File: src/rtl/dflow_gen_pkg.sv
// Shared types and default widths for the dflow packet generator.
package dflow_gen_pkg;

  localparam int unsigned MEM_ADDR_WIDTH_DEF  = 19;
  localparam int unsigned MEM_DATA_WIDTH_DEF  = 144;
  localparam int unsigned FIFO_DATA_WIDTH_DEF = 144;
  localparam int unsigned MAX_OUTSTANDING_DEF = 16;
  localparam int unsigned LOOP_WIDTH_DEF      = 16;

  typedef enum logic [1:0] {
    IDLE  = 2'd0,
    READ  = 2'd1,
    DRAIN = 2'd2,
    DONE  = 2'd3
  } replay_state_t;

endpackage

File: src/rtl/rd_credit_ctr.sv
// Tracks read commands in flight. A flush moves any in-flight reads into a discard
// count so that their late returns can be recognised and dropped.
module rd_credit_ctr #(
  parameter int unsigned MAX_OUTSTANDING = 16
) (
  input  logic                              clk,
  input  logic                              rst,
  input  logic                              incr,
  input  logic                              decr,
  input  logic                              flush,
  output logic [$clog2(MAX_OUTSTANDING):0]  outstanding,
  output logic                              can_issue_c,
  output logic                              discarding_c
);

  localparam int unsigned CW = $clog2(MAX_OUTSTANDING) + 1;

  logic [CW-1:0] discard_cnt;
  logic          decr_live_c;

  assign discarding_c = (discard_cnt != '0);
  assign can_issue_c  = (outstanding < CW'(MAX_OUTSTANDING));
  assign decr_live_c  = decr && !discarding_c;

  // Returns are consumed by the discard count first, since they arrive in issue order.
  always_ff @(posedge clk or posedge rst) begin
    if (rst) begin
      outstanding <= '0;
      discard_cnt <= '0;
    end else if (flush) begin
      outstanding <= '0;
      discard_cnt <= discard_cnt + outstanding - CW'(decr);
    end else begin
      if (decr && discarding_c) discard_cnt <= discard_cnt - CW'(1);
      case ({incr, decr_live_c})
        2'b10:   outstanding <= outstanding + CW'(1);
        2'b01:   outstanding <= outstanding - CW'(1);
        default: outstanding <= outstanding;
      endcase
    end
  end

endmodule

File: src/rtl/mem_to_fifo.sv
// Replay reader: streams the stored record window from memory into the packet-builder
// FIFO, looping over the window a programmable number of times.
module mem_to_fifo
  import dflow_gen_pkg::*;
#(
  parameter int unsigned MEM_ADDR_WIDTH  = MEM_ADDR_WIDTH_DEF,
  parameter int unsigned MEM_DATA_WIDTH  = MEM_DATA_WIDTH_DEF,
  parameter int unsigned FIFO_DATA_WIDTH = FIFO_DATA_WIDTH_DEF,
  parameter int unsigned MAX_OUTSTANDING = MAX_OUTSTANDING_DEF,
  parameter int unsigned LOOP_WIDTH      = LOOP_WIDTH_DEF
) (
  input  logic                       clk,
  input  logic                       rst,
  output logic                       app_rd_cmd,
  output logic [MEM_ADDR_WIDTH-1:0]  app_rd_addr,
  input  logic                       app_rd_valid,
  input  logic [MEM_DATA_WIDTH-1:0]  app_rd_data,
  output logic                       fifo_wr_en,
  output logic [FIFO_DATA_WIDTH-1:0] fifo_data,
  input  logic                       fifo_prog_full,
  input  logic [MEM_ADDR_WIDTH-1:0]  dflow_addr_low,
  input  logic [MEM_ADDR_WIDTH-1:0]  dflow_mem_high,
  input  logic [LOOP_WIDTH-1:0]      replay_loops,
  input  logic                       start_replay,
  input  logic                       cal_done,
  input  logic                       sw_rst,
  output logic                       replay_busy,
  output logic                       replay_done,
  output logic [LOOP_WIDTH-1:0]      loops_done
);

  localparam int unsigned MAW = MEM_ADDR_WIDTH;
  localparam int unsigned LW  = LOOP_WIDTH;
  localparam int unsigned CW  = $clog2(MAX_OUTSTANDING) + 1;

  replay_state_t  state, state_nxt;
  logic [MAW-1:0] rd_ptr, end_r;
  logic           done_flag;
  logic [CW-1:0]  outstanding;
  logic           can_issue_c, discarding_c;
  logic           issue_c, start_c;
  logic           empty_c, last_c, pass_done_c;
  logic [LW-1:0]  loops_inc_c;

  assign empty_c     = (dflow_mem_high == dflow_addr_low);
  assign last_c      = (rd_ptr == (end_r - MAW'(1)));
  assign loops_inc_c = (loops_done == '1) ? loops_done : loops_done + LW'(1);
  assign pass_done_c = last_c && (replay_loops != '0) && (loops_inc_c == replay_loops);

  rd_credit_ctr #(
    .MAX_OUTSTANDING (MAX_OUTSTANDING)
  ) u_credit (
    .clk          (clk),
    .rst          (rst),
    .incr         (issue_c),
    .decr         (app_rd_valid),
    .flush        (sw_rst),
    .outstanding  (outstanding),
    .can_issue_c  (can_issue_c),
    .discarding_c (discarding_c)
  );

  // State register.
  always_ff @(posedge clk or posedge rst) begin
    if (rst)         state <= IDLE;
    else if (sw_rst) state <= IDLE;
    else             state <= state_nxt;
  end

  // Next-state logic.
  always_comb begin
    state_nxt = state;
    case (state)
      IDLE:  if (start_replay && cal_done && !discarding_c) state_nxt = empty_c ? DONE : READ;
      READ:  if ((issue_c && pass_done_c) || !start_replay) state_nxt = DRAIN;
      DRAIN: if (outstanding == '0) state_nxt = done_flag ? DONE : IDLE;
      DONE:  if (!start_replay) state_nxt = IDLE;
      default: state_nxt = IDLE;
    endcase
  end

  // Command decision; the credit count includes the command about to be presented.
  always_comb begin
    issue_c = 1'b0;
    start_c = 1'b0;
    if (state == READ)
      issue_c = start_replay && cal_done && !fifo_prog_full && can_issue_c && !sw_rst;
    if (state == IDLE && state_nxt != IDLE)
      start_c = 1'b1;
  end

  // Registered outputs, pointer and loop bookkeeping.
  always_ff @(posedge clk or posedge rst) begin
    if (rst) begin
      app_rd_cmd  <= 1'b0;
      app_rd_addr <= '0;
      fifo_wr_en  <= 1'b0;
      fifo_data   <= '0;
      replay_busy <= 1'b0;
      replay_done <= 1'b0;
      loops_done  <= '0;
      done_flag   <= 1'b0;
      end_r       <= '0;
      rd_ptr      <= '0;  // reloaded from the window base at every start
    end else if (sw_rst) begin
      app_rd_cmd  <= 1'b0;
      app_rd_addr <= '0;
      fifo_wr_en  <= 1'b0;
      fifo_data   <= '0;
      replay_busy <= 1'b0;
      replay_done <= 1'b0;
      loops_done  <= '0;
      done_flag   <= 1'b0;
      end_r       <= '0;
      rd_ptr      <= dflow_addr_low;
    end else begin
      app_rd_cmd  <= issue_c;
      if (issue_c) app_rd_addr <= rd_ptr;
      fifo_wr_en  <= app_rd_valid && !discarding_c;
      fifo_data   <= FIFO_DATA_WIDTH'(app_rd_data);
      replay_busy <= (state_nxt == READ) || (state_nxt == DRAIN);
      replay_done <= (state_nxt == DONE);
      if (start_c) begin
        end_r      <= dflow_mem_high;
        rd_ptr     <= dflow_addr_low;
        loops_done <= '0;
        done_flag  <= 1'b0;
      end else if (issue_c) begin
        if (last_c) begin
          rd_ptr     <= dflow_addr_low;
          loops_done <= loops_inc_c;
          if (pass_done_c) done_flag <= 1'b1;
        end else begin
          rd_ptr <= rd_ptr + MAW'(1);
        end
      end
    end
  end

endmodule
File: config.mk
export PLATFORM = sky130hd
export DESIGN_NAME = mem_to_fifo
export DESIGN_NICKNAME = d
export VERILOG_FILES = /design/src/rtl/dflow_gen_pkg.sv /design/src/rtl/rd_credit_ctr.sv /design/src/rtl/mem_to_fifo.sv
export SDC_FILE = /design/constraint.sdc
export NUM_CORES = 1
export LEC_CHECK = 0
export CAP_MARGIN = 15
export CELL_PAD_IN_SITES_DETAIL_PLACEMENT = 1
export CELL_PAD_IN_SITES_GLOBAL_PLACEMENT = 1
export CORE_UTILIZATION = 35
export DETAILED_ROUTE_END_ITERATION = 7
export DONT_BUFFER_PORTS = 1
export GPL_TIMING_DRIVEN = 1
export PLACE_DENSITY_LB_ADDON = 0.1
export SETUP_SLACK_MARGIN = 0.3
export SYNTH_ARGS = -nofsm -noshare
export SYNTH_HDL_FRONTEND = slang
export SYNTH_SLANG_ARGS = --single-unit
File: constraint.sdc
create_clock -name clk -period 9.3 [get_ports clk]
set_input_delay 0.93 -clock clk [delete_from_list [all_inputs] [get_ports clk]]
set_output_delay 0.93 -clock clk [all_outputs]
set_load 0.02 [all_outputs]
==> metrics.txt <==
quantity of I/O buffers inserted on ports=0; # diodes=0; FF+latch count, synth=234; async set-or-reset flop fraction in the synthesized netlist=1.00; CTS H-tree lvls=1; cell chain of the critical path=ha_1, nand3_1, nor4_1, a311oi_1, a2111oi_0, o2111ai_1, a2111o_1, nor3_2, o21ai_0, ha_1, nor3_1, or2_2, nor2_1, or3_1, nor2_1, xor2_1, mux2_2; per-cell via count in the routed design=5.42; sequential fraction of the synthesis area=0.538; share of cells above drive strength 1=0.0705; Mapped Nets=1267; Vert. Die Dim=178 um; leading register cell type out of synthesis=dfrtp_1; top cells by area, synth=dfrtp_1 54%, nor2b_1 8.6%, xnor2_1 4.0%, nand2_1 3.0%, xor2_1 2.4%; Syn Std Cell Area=0.0109 mm2; static leakage power=5.25 nW; WL/cell=23.3 um; layout overhead on the synthesized area=11.5%; clock tree buffer depth=3; clock tree skew after final layout=0.0165 ns; Placer Congestion=0.879; endpoints failing hold=0; count of maximum capacitance violations=0; total CTS buffers=27; normalized max-slew margin=0.368; half-perimeter wire length after detailed placement=24.4 mm; via count of the first global-routing pass=8181; data required time of the critical path=9.74 ns; CP endpoint kind=register; top-level port count=388; clock root cell=clkbuf_16; Final Cycle Share=0.688; Die W=178 um; number of placement rows=64; final count of negative-setup-slack endpoints=0; residual overflow from global routing=0; largest net degree at the start of global routing=166; worst stage delay on the critical path=0.92 ns; shortest clock period the worst path allows after layout=6.39 ns; Critical Path Start Type=register; total power=2.76 mW; highest attainable clock frequency=156 MHz; RSZ-0062 raised after global routing=false; clock net sink count=234; critical path's top delay family=simple AND/OR/NAND/NOR gates; number of different library cells in the post-synthesis netlist=64; largest vdd supply drop=0.123 mV; worst path bufs/invs=0; type of the worst min-delay path=in -> async; initial core utilization=0.356; most area-hungry cell type in the Yosys netlist=dfrtp_1; antenna violations before repair=2; post-detailed-route DRC marker count=0; total power divided by cell area=227 mW/mm2; Routed Antenna Nets=0; number of gates resized after cts=0; DIE AREA=0.0318 mm2; CP max stage cell=nor4_1; top cell type's share of synthesized area=0.538; critical path peak fanout=24; total track usage=0.209; number of synthesized flops with an enable pin=0; Setup CP Type=reg -> reg; number of instances in the synthesized netlist=1043; count of warnings emitted by yosys=0; final layout net count=1240; TritonCTS clock tree=yes; post-CTS setup buffer count=0; Slew @ Worst Pin=0.939 ns; placeable core area=0.0306 mm2; count of final max-slew check failures=0; summed negative setup slack over all endpoints=0 ns; DRT iter0 DRCs=446; number of iterations in the first detailed-routing pass=5; routed wire length=33.3 mm; global-route wire length before repair=50.1 mm; clock insertion delay at the later pin of the skew report=0.56 ns; run status=finished, final reports clean; post-synthesis area per instance=10.4 um2; clock-pin transition on the worst setup and hold timing paths=0.06 ns; detailed-route via count=7755; hold buffer count at CTS=0; Critical Path AT=6.83 ns
-- worst paths after layout --
check                      slack (ns)                      end  depth (start not counted)                      start
setup reg to reg                 2.91   rd_ptr[11]$_DFFE_PP0P_                         17  loops_done[0]$_DFFE_PP0P_
max in group asynchronous        7.47  fifo_data[62]$_DFF_PP0_                          2                        rst
min in group clk                 0.44  fifo_data[39]$_DFF_PP0_                          1                     sw_rst
hold reg to reg                  0.55    done_flag$_DFFE_PP0P_                          1      done_flag$_DFFE_PP0P_
hold / removal                   0.39  fifo_data[98]$_DFF_PP0_                          1                        rst
setup / recovery                 2.91   rd_ptr[11]$_DFFE_PP0P_                         17  loops_done[0]$_DFFE_PP0P_
-- cell families (layout without fill, tap and decap cells) --
family,Yosys count,in the layout,synth area share
and+or+nand+nor,424,424,0.214
xor gates and xnor gates,80,80,0.0644
adders and majority gates,19,19,0.0232
DFF,234,234,0.538
AOI/OAI and AO/OA,167,167,0.105
muxes,18,18,0.0178
buffers and inverters,101,93,0.0381
-- layer usage --
metal / vias to the layer above / share of wire / global-route usage
li1: 3514 / - / -
met1: 3915 / 0.39 / 0.253
met2: 265 / 0.50 / 0.358
met3: 57 / 0.076 / 0.0607
met4: 4 / 0.028 / 0.0607
met5: - / 0.00093 / 0
-- power by group --
| group | leakage (nW) | internal, mW | switching (mW) |
|---|---|---|---|
| clock network | 0.470 | 0.697 | 0.441 |
| logic | 1.72 | 0.187 | 0.222 |
| registers | 3.06 | 1.08 | 0.124 |
| total | 5.25 | 1.97 | 0.787 |
-- layout make-up --
| class | count | area (um2) |
|---|---|---|
| clock buffers | 33 | 728 |
| multi-input cells | 708 | 4620 |
| flip-flops and latches | 234 | 5860 |
| repair buffers | 8 | 60.1 |
| inverters | 37 | 146 |
| well taps | 396 | 495 |
| fillers | 3373 | 18500 |
| clock inverters | 15 | 221 |
-- Yosys cell counts (all sizes together) (16+ instances only) --
library cell  instances
a21oi                32
a22o                 16
clkbuf               54
dfrtp               234
ha                   17
inv                  36
nand2                88
nand3                16
nand4                21
nor2                 54
nor2b               149
nor3                 16
nor4                 27
o21ai                44
xnor2                50
xor2                 30
-- through the flow --
step | std cells | area, um2 | setup WS (ns) | hold WS, ns | util
4_1_cts | 1431 | 12100 | 2.99 | 0.413 | 0.396
5_1_grt | 1431 | 12100 | 2.37 | 0.416 | 0.396
6_report | 1431 | 12100 | 2.91 | 0.387 | 0.396
3_3_place_gp | 1383 | 11200 | 3.15 | 0.551 | 0.365
2_1_floorplan | 1043 | 10900 | 1.95 | 0.487 | -
3_5_place_dp | 1383 | 11200 | 3.02 | 0.546 | 0.365
-- registers in the layout, summed over array words and instances (netlist names) --
register / count
fifo_wr_en: 1
fifo_data: 144
done_flag: 1
app_rd_cmd: 1
u_credit.discard_cnt: 5
state: 2
app_rd_addr: 19
loops_done: 16
replay_done: 1
rd_ptr: 19
replay_busy: 1
u_credit.outstanding: 5
end_r: 19
-- cell usage in the layout, fill, tap and decap left out, drive strengths merged, types with 4 or more instances in the layout --
| master | n |
|---|---|
| a211o | 6 |
| a211oi | 10 |
| a21o | 6 |
| a21oi | 32 |
| a221oi | 5 |
| a22o | 16 |
| a311oi | 5 |
| and2 | 6 |
| and3 | 10 |
| buf | 8 |
| bufinv | 5 |
| clkbuf | 33 |
| clkinv | 8 |
| dfrtp | 234 |
| ha | 17 |
| inv | 38 |
| mux2 | 8 |
| mux2i | 10 |
| nand2 | 88 |
| nand2b | 6 |
| nand3 | 16 |
| nand3b | 4 |
| nand4 | 21 |
| nor2 | 54 |
| nor2b | 149 |
| nor3 | 16 |
| nor4 | 27 |
| o211ai | 10 |
| o21ai | 44 |
| o31ai | 5 |
| or3 | 5 |
| or4 | 10 |
| xnor2 | 50 |
| xor2 | 30 |
Power figures use the tool's default switching activity.
